File: src/rtl/dual_mac_pkg.sv
// dual_mac_pkg: shared constants, frame-state encoding and output scaling helper for dual_mac_frame.
// Latency: n/a (package).
// Backpressure: n/a (package).

package dual_mac_pkg;

    // Cycles from a last sample on the inputs to out_valid in the default build.
    localparam int LAT_BASE = 4;

    // Working width of the scaling helper; ACC_W must stay below this.
    localparam int SCALE_W = 128;

    typedef enum logic {
        FIRST = 1'b0,
        ACCUM = 1'b1
    } frame_state_e;

    // Scale a sign-extended accumulator down by 'shift' into an out_w-bit result.
    // rnd_sat=0: floor and wrap, flag set when the discarded upper bits are not sign copies.
    // rnd_sat=1: round half up and clamp to the out_w signed range, flag set on clamping.
    // Returns {flag, result sign-extended to SCALE_W}.
    function automatic logic [SCALE_W:0] scale_acc(
        input logic signed [SCALE_W-1:0] acc,
        input int                        out_w,
        input int                        shift,
        input logic                      rnd_sat
    );
        logic signed [SCALE_W-1:0] one;
        logic signed [SCALE_W-1:0] q;
        logic signed [SCALE_W-1:0] hi;
        logic signed [SCALE_W-1:0] lo;
        logic signed [SCALE_W-1:0] res;
        logic                      flag;
        one  = {{(SCALE_W-1){1'b0}}, 1'b1};
        hi   = (one <<< (out_w - 1)) - one;
        lo   = ~hi;
        flag = 1'b0;
        q    = acc >>> shift;
        if (rnd_sat && (shift > 0)) begin
            q = (acc + (one <<< (shift - 1))) >>> shift;
        end
        if (rnd_sat) begin
            if (q > hi) begin
                res  = hi;
                flag = 1'b1;
            end else if (q < lo) begin
                res  = lo;
                flag = 1'b1;
            end else begin
                res = q;
            end
        end else begin
            res  = (q <<< (SCALE_W - out_w)) >>> (SCALE_W - out_w);
            flag = (res != q);
        end
        return {flag, res};
    endfunction

endpackage

File: src/rtl/dual_mac_scale.sv
// dual_mac_scale: turns a finished frame accumulator into the registered p/out_count/ovf outputs.
// Latency: 1 cycle (2 with DUAL_MAC_ROUND_SAT_EN, which adds a capture stage ahead of round/saturate).
// Backpressure: none; every fire_vld pulse produces one out_valid pulse.

module dual_mac_scale #(
    parameter int ACC_W = 48,
    parameter int OUT_W = 32,
    parameter int SHIFT = 16,
    parameter int CNT_W = 16
) (
    input  logic                    clock,
    input  logic                    reset_n,
    input  logic                    fire_vld,
    input  logic signed [ACC_W-1:0] acc_dat,
    input  logic                    acc_ovf,
    input  logic [CNT_W-1:0]        cnt_dat,
    output logic signed [OUT_W-1:0] p,
    output logic                    out_valid,
    output logic [CNT_W-1:0]        out_count,
    output logic                    ovf
);
    import dual_mac_pkg::*;

    logic                    src_vld;
    logic                    src_ovf;
    logic signed [ACC_W-1:0] src_acc;
    logic [CNT_W-1:0]        src_cnt;
    logic                    rnd_sat;

`ifdef DUAL_MAC_ROUND_SAT_EN
    logic                    stg_vld_q, stg_vld_d;
    logic                    stg_ovf_q, stg_ovf_d;
    logic signed [ACC_W-1:0] stg_acc_q, stg_acc_d;
    logic [CNT_W-1:0]        stg_cnt_q, stg_cnt_d;

    // Capture the finished frame so the rounding adder and clamp get a cycle of their own.
    always_comb begin
        stg_vld_d = fire_vld;
        stg_ovf_d = stg_ovf_q;
        stg_acc_d = stg_acc_q;
        stg_cnt_d = stg_cnt_q;
        if (fire_vld) begin
            stg_ovf_d = acc_ovf;
            stg_acc_d = acc_dat;
            stg_cnt_d = cnt_dat;
        end
    end

    // Capture-stage registers.
    always_ff @(posedge clock or negedge reset_n) begin
        if (!reset_n) begin
            stg_vld_q <= 1'b0;
            stg_ovf_q <= 1'b0;
            stg_acc_q <= '0;
            stg_cnt_q <= '0;
        end else begin
            stg_vld_q <= stg_vld_d;
            stg_ovf_q <= stg_ovf_d;
            stg_acc_q <= stg_acc_d;
            stg_cnt_q <= stg_cnt_d;
        end
    end

    assign src_vld = stg_vld_q;
    assign src_ovf = stg_ovf_q;
    assign src_acc = stg_acc_q;
    assign src_cnt = stg_cnt_q;
    assign rnd_sat = 1'b1;
`else
    assign src_vld = fire_vld;
    assign src_ovf = acc_ovf;
    assign src_acc = acc_dat;
    assign src_cnt = cnt_dat;
    assign rnd_sat = 1'b0;
`endif

    logic signed [SCALE_W-1:0] acc_ext;
    logic [SCALE_W:0]          sc;
    logic                      sc_ovf;
    logic                      unused_sc_hi;

    assign acc_ext = {{(SCALE_W-ACC_W){src_acc[ACC_W-1]}}, src_acc};
    assign sc      = scale_acc(acc_ext, OUT_W, SHIFT, rnd_sat);
    assign sc_ovf  = sc[SCALE_W];
    // Above OUT_W the helper result is only sign copies; fold them so they read as consumed.
    assign unused_sc_hi = ^sc[SCALE_W-1:OUT_W];

    logic signed [OUT_W-1:0] p_q, p_d;
    logic                    out_valid_q, out_valid_d;
    logic [CNT_W-1:0]        out_count_q, out_count_d;
    logic                    ovf_q, ovf_d;

    // Output registers load on a finished frame and hold until the next one.
    always_comb begin
        out_valid_d = src_vld;
        p_d         = p_q;
        out_count_d = out_count_q;
        ovf_d       = ovf_q;
        if (src_vld) begin
            p_d         = sc[OUT_W-1:0];
            out_count_d = src_cnt;
            ovf_d       = src_ovf | sc_ovf;
        end
    end

    // Output register state.
    always_ff @(posedge clock or negedge reset_n) begin
        if (!reset_n) begin
            p_q         <= '0;
            out_valid_q <= 1'b0;
            out_count_q <= '0;
            ovf_q       <= 1'b0;
        end else begin
            p_q         <= p_d;
            out_valid_q <= out_valid_d;
            out_count_q <= out_count_d;
            ovf_q       <= ovf_d;
        end
    end

    assign p         = p_q;
    assign out_valid = out_valid_q;
    assign out_count = out_count_q;
    assign ovf       = ovf_q;

endmodule

File: src/rtl/dual_mac_frame.sv
// dual_mac_frame: per-sample (a*b)+/-(c*d) accumulated over an in_last-delimited frame; one scaled result per frame.
// Latency: 4 cycles from last sample to out_valid (5 with build macro DUAL_MAC_ROUND_SAT_EN: round-half-up + saturate).
// Backpressure: none; a sample is taken every cycle in_valid is high, gaps inside a frame are allowed.

module dual_mac_frame #(
    parameter int A_W   = 26,
    parameter int B_W   = 18,
    parameter int ACC_W = 48,
    parameter int OUT_W = 32,
    parameter int SHIFT = 16,
    parameter int CNT_W = 16
) (
    input  logic                    clock,
    input  logic                    reset_n,
    input  logic                    in_valid,
    input  logic                    in_last,
    input  logic                    sub,
    input  logic signed [A_W-1:0]   a,
    input  logic signed [B_W-1:0]   b,
    input  logic signed [A_W-1:0]   c,
    input  logic signed [B_W-1:0]   d,
    output logic signed [OUT_W-1:0] p,
    output logic                    out_valid,
    output logic [CNT_W-1:0]        out_count,
    output logic                    ovf
);
    import dual_mac_pkg::*;

    localparam int PW = A_W + B_W;

    // Stage 1: registered inputs.
    logic                  vld1_q, vld1_d, last1_q, last1_d, sub1_q, sub1_d;
    logic signed [A_W-1:0] a1_q, a1_d, c1_q, c1_d;
    logic signed [B_W-1:0] b1_q, b1_d, d1_q, d1_d;
    // Stage 2: products.
    logic                  vld2_q, vld2_d, last2_q, last2_d, sub2_q, sub2_d;
    logic signed [PW-1:0]  ab2_q, ab2_d, cd2_q, cd2_d;
    // Stage 3: combined sample, already at accumulator width.
    logic                    vld3_q, vld3_d, last3_q, last3_d;
    logic signed [ACC_W-1:0] sum3_q, sum3_d;

    // Datapath next values: register, multiply, then add or subtract the two products.
    always_comb begin
        vld1_d  = in_valid;
        last1_d = in_valid & in_last;
        sub1_d  = sub;
        a1_d    = a;
        b1_d    = b;
        c1_d    = c;
        d1_d    = d;

        vld2_d  = vld1_q;
        last2_d = last1_q;
        sub2_d  = sub1_q;
        ab2_d   = PW'(a1_q) * PW'(b1_q);
        cd2_d   = PW'(c1_q) * PW'(d1_q);

        vld3_d  = vld2_q;
        last3_d = last2_q;
        if (sub2_q) begin
            sum3_d = ACC_W'(ab2_q) - ACC_W'(cd2_q);
        end else begin
            sum3_d = ACC_W'(ab2_q) + ACC_W'(cd2_q);
        end
    end

    // Pipeline registers; only the valid bits matter after reset but data is cleared too.
    always_ff @(posedge clock or negedge reset_n) begin
        if (!reset_n) begin
            vld1_q  <= 1'b0;
            last1_q <= 1'b0;
            sub1_q  <= 1'b0;
            a1_q    <= '0;
            b1_q    <= '0;
            c1_q    <= '0;
            d1_q    <= '0;
            vld2_q  <= 1'b0;
            last2_q <= 1'b0;
            sub2_q  <= 1'b0;
            ab2_q   <= '0;
            cd2_q   <= '0;
            vld3_q  <= 1'b0;
            last3_q <= 1'b0;
            sum3_q  <= '0;
        end else begin
            vld1_q  <= vld1_d;
            last1_q <= last1_d;
            sub1_q  <= sub1_d;
            a1_q    <= a1_d;
            b1_q    <= b1_d;
            c1_q    <= c1_d;
            d1_q    <= d1_d;
            vld2_q  <= vld2_d;
            last2_q <= last2_d;
            sub2_q  <= sub2_d;
            ab2_q   <= ab2_d;
            cd2_q   <= cd2_d;
            vld3_q  <= vld3_d;
            last3_q <= last3_d;
            sum3_q  <= sum3_d;
        end
    end

    // Stage 4: frame state and accumulator.
    frame_state_e            state_q, state_d;
    logic signed [ACC_W-1:0] acc_q, acc_d, acc_sum;
    logic [CNT_W-1:0]        cnt_q, cnt_d;
    logic                    fovf_q, fovf_d;
    logic                    add_ovf;
    logic                    fire;

    // Next frame state and accumulator: FIRST loads, ACCUM adds; a last sample closes the frame.
    always_comb begin
        state_d = state_q;
        acc_d   = acc_q;
        cnt_d   = cnt_q;
        fovf_d  = fovf_q;
        acc_sum = acc_q + sum3_q;
        add_ovf = (acc_q[ACC_W-1] == sum3_q[ACC_W-1]) && (acc_sum[ACC_W-1] != acc_q[ACC_W-1]);
        fire    = vld3_q & last3_q;
        if (vld3_q) begin
            if (state_q == FIRST) begin
                acc_d  = sum3_q;
                cnt_d  = CNT_W'(1);
                fovf_d = 1'b0;
            end else begin
                acc_d  = acc_sum;
                cnt_d  = (&cnt_q) ? cnt_q : cnt_q + CNT_W'(1);
                fovf_d = fovf_q | add_ovf;
            end
            state_d = last3_q ? FIRST : ACCUM;
        end
    end

    // Frame state register.
    always_ff @(posedge clock or negedge reset_n) begin
        if (!reset_n) begin
            state_q <= FIRST;
        end else begin
            state_q <= state_d;
        end
    end

    // Accumulator, sample count and sticky overflow registers.
    always_ff @(posedge clock or negedge reset_n) begin
        if (!reset_n) begin
            acc_q  <= '0;
            cnt_q  <= '0;
            fovf_q <= 1'b0;
        end else begin
            acc_q  <= acc_d;
            cnt_q  <= cnt_d;
            fovf_q <= fovf_d;
        end
    end

    // The closing sample's accumulator value goes straight to the scaler in the same cycle.
    dual_mac_scale #(
        .ACC_W (ACC_W),
        .OUT_W (OUT_W),
        .SHIFT (SHIFT),
        .CNT_W (CNT_W)
    ) u_scale (
        .clock     (clock),
        .reset_n   (reset_n),
        .fire_vld  (fire),
        .acc_dat   (acc_d),
        .acc_ovf   (fovf_d),
        .cnt_dat   (cnt_d),
        .p         (p),
        .out_valid (out_valid),
        .out_count (out_count),
        .ovf       (ovf)
    );

endmodule

File: config.mk
export PLATFORM = sky130hd
export DESIGN_NAME = dual_mac_frame
export DESIGN_NICKNAME = d
export VERILOG_FILES = /design/src/rtl/dual_mac_pkg.sv /design/src/rtl/dual_mac_scale.sv /design/src/rtl/dual_mac_frame.sv
export SDC_FILE = /design/constraint.sdc
export NUM_CORES = 2
export LEC_CHECK = 0
export CAP_MARGIN = 15
export CELL_PAD_IN_SITES_DETAIL_PLACEMENT = 1
export CELL_PAD_IN_SITES_GLOBAL_PLACEMENT = 2
export CORE_MARGIN = 2
export CORE_UTILIZATION = 40
export DETAILED_ROUTE_END_ITERATION = 10
export PLACE_DENSITY_LB_ADDON = 0.1
export RECOVER_POWER = 100
export SLEW_MARGIN = 20
export SYNTH_ARGS = -nofsm -noshare
export SYNTH_HDL_FRONTEND = slang
export SYNTH_HIERARCHICAL = 1
export SYNTH_SLANG_ARGS = --single-unit
File: constraint.sdc
create_clock -name clock -period 9.25 [get_ports clock]
set_input_delay 1.3875 -clock clock [delete_from_list [all_inputs] [get_ports clock]]
set_output_delay 1.3875 -clock clock [all_outputs]
set_load 0.005 [all_outputs]
==> results_dict.tcl <==
set metrics [dict create \
    outcome "finished, violations left" \
    violations "max-capacitance violations, max-slew violations" \
    drtAntennaViolNets 0 \
    fin_crit_ps 8040 \
    synth_cell_types 74 \
    grt_max_degree 144 \
    rows 128 \
    cp-start-kind "flip-flop" \
    rsz0062_at_grt "false" \
    syn_area_um2 49000 \
    preCtsSetupSlack_ps 1790 \
    areaGrowthSynthToFinish_pct 9.47 \
    dieArea_um2 125000 \
    clk-insertion-delay-late_ps 700 \
    port_buffers 142 \
    globalplace.congestion 0.862 \
    synth_common_cells "1105 x inv_1, 916 x fa_1, 661 x nand2_1, 357 x and2_1, 345 x dfrtp_1" \
    yosysSeqAreaShare 0.176 \
    grt_pass1_vias 39895 \
    synth-main-ff-cell "dfrtp_1" \
    ys_warn_count 6 \
    num_io_pins 143 \
    clock_sink_count 345 \
    report.final.slew_viol_count 245 \
    fp.dieH_um 354 \
    synthAdderAreaFrac 0.454 \
    synthCells 5191 \
    synth_top_family_by_area "adder cells" \
    synth_top_area_share 0.374 \
    synth-edff-count 0 \
    maxSlewHeadroom -2.60 \
    drc 0 \
    die_w_um 354 \
    wl_per_cell_um 19.9 \
    fin_skew_ps 76.4 \
    layout_worst_path_cycle_share 0.869 \
    dp_hpwl_um 111000 \
    crit_arrival_ps 8600 \
    yosysTopAreaCell "fa_1" \
    synth_compound_area_frac 0.0748 \
    clock_path_buffers 3 \
    synth.most_common_cell "inv_1" \
    fin_ws_ps 1210 \
    tightest_slew_ps 5400 \
    final_util 0.441 \
    cts_root_buf "clkbuf_16" \
    worstHoldPathType "reg -> reg" \
    cts.clk_slew.worst_paths_ps 70 \
    synth-seq-cells 345 \
    ctsHtreeMaxLevel 2 \
    cts_hold_buf 0 \
    fin_setup_tns_ps 0 \
    cts_resized 0 \
    max_freq_ghz 0.124 \
    drive_gt1_frac 0.0355 \
    syn_nets 6511 \
    initial_core_util 0.403 \
    end_kind "flip-flop" \
    synth_xor_area_frac 0.0398 \
    cp_max_fo 26 \
    cts_tree "yes" \
    nNetsFinal 6550 \
    yosys.area_share.simple 0.136 \
    cts_setup_buffers 0 \
    first_pass_iters 5 \
    cts_buffers 46 \
    grt-ovfl-total 0 \
    antenna_found_initial 3 \
    synth_area_per_cell_um2 9.44 \
    cap_viol_max_count 6 \
    core-area_um2 122000 \
    setup_viol 0 \
    async_flop_share 1.00 \
    vias 34630 \
    drt_iter0_markers 1410 \
    crit_type "reg -> reg" \
    yosys-top-cells-area "fa_1 37%, dfrtp_1 18%, inv_1 8.5%" \
    wl_um 137000 \
    finalHoldViolations 0 \
    synthMuxAreaShare 0.0186 \
    viasPerCell 5.02 \
    worstPathRequired_ps 9800 \
    grt_pass1_wl_um 226000 \
    track_usage 0.230 \
]
flip-flops by register name, indices dropped and copies added, names as in the netlist, 16 cells and up:
register	flops
sum3_q	45
cnt_q	16
d1_q	18
ab2_q	44
u_scale/out_count	16
a1_q	26
cd2_q	44
acc_q	48
b1_q	18
u_scale/p	32
c1_q	26
worst max-delay path, stage by stage, from the launching register on:
cell       delay (ps)
dfrtp_1           330
clkbuf_1         1200
nand2_1           220
fa_1              550
fa_1              550
inv_1              50
ha_1              290
inv_1              60
fa_1              500
inv_1              50
fa_1              530
inv_1              50
fa_1              490
inv_1              50
ha_1              320
a21oi_1           410
nand2_1           100
a21oi_1           160
o31ai_1            80
buf_4             180
a41oi_1           400
o211ai_1          300
o31ai_1           470
o2111ai_1         200
a21oi_1           200
xnor2_1           130
cell usage in the layout (no fill, tap or decap), drive strengths merged, types with 6 or more instances in the layout:
cell type	count
a211oi	14
a21boi	9
a21o	84
a21oi	214
a22oi	8
a31o	6
a31oi	21
and2	357
and3	17
and4	6
buf	45
bufinv	6
clkbuf	63
clkinv	20
dfrtp	345
dlygate4sd3	140
fa	916
ha	311
inv	1109
mux2	50
mux2i	31
nand2	662
nand2b	21
nand3	37
nand4	22
nor2	217
nor2b	14
nor3	30
nor3b	6
nor4	11
o211ai	11
o21a	27
o21ai	95
o21bai	24
o31ai	13
or2	10
or3	7
xnor2	162
xor2	61
path summary, 6_finish.rpt:
path	from	to	slack, ps	cells after the start
max in group asynchronous	reset_n	vld3_q$_DFF_PN0_	2960	2
min in group asynchronous	reset_n	a1_q[7]$_DFF_PN0_	2720	1
setup / recovery	d1_q[0]$_DFF_PN0_	cd2_q[40]$_DFF_PN0_	1210	25
setup reg to reg	d1_q[0]$_DFF_PN0_	cd2_q[40]$_DFF_PN0_	1210	25
hold / removal	vld2_q$_DFF_PN0_	vld3_q$_DFF_PN0_	350	0
hold reg to reg	vld2_q$_DFF_PN0_	vld3_q$_DFF_PN0_	350	0
kinds of logic (layout without fill, tap and decap cells):
| kind of cell | count (synthesis) | after routing |
|---|---|---|
| buf+inv | 1308 | 1385 |
| fa+ha+maj | 1227 | 1227 |
| mux | 81 | 81 |
| compound gates | 581 | 581 |
| simple gates | 1426 | 1426 |
| flops | 345 | 345 |
| other cells | 0 | 3 |
| xor+xnor | 223 | 223 |
through the flow:
step / instance area, um^2 / hold slack (ps) / cells
after global routing: 53600 / 358 / 6893
after global placement: 52100 / 333 / 6807
final: 53700 / 348 / 6896
after detailed placement: 52100 / 336 / 6807
after CTS: 53700 / 351 / 6893
after floorplan: 49000 / 331 / 5191
final cells by class:
class                           instances  area [um^2]
Fill cell                           13839        68100
Multi-Input combinational cell       3538        35400
Sequential cell                       345         8640
Inverter                             1105         4150
Tap cell                             1625         2030
Timing Repair Buffer                  194         1790
Clock buffer                           55         1220
Clock inverter                         31          417
Antenna cell                            3         7.51
per-layer routing:
layer  global-route usage  part of all wire  wire (um)  up-vias
met2                0.403              0.50      68800      390
met1                0.311              0.45      62400    18301
li1                     -                 -          -    15800
met4               0.0440             0.019       2590        0
met5                    0                 0          0        -
met3               0.0227             0.026       3610      139
Power is not shown: default switching activity piles up to over one toggle a cycle in this logic, so the estimate is an artifact.
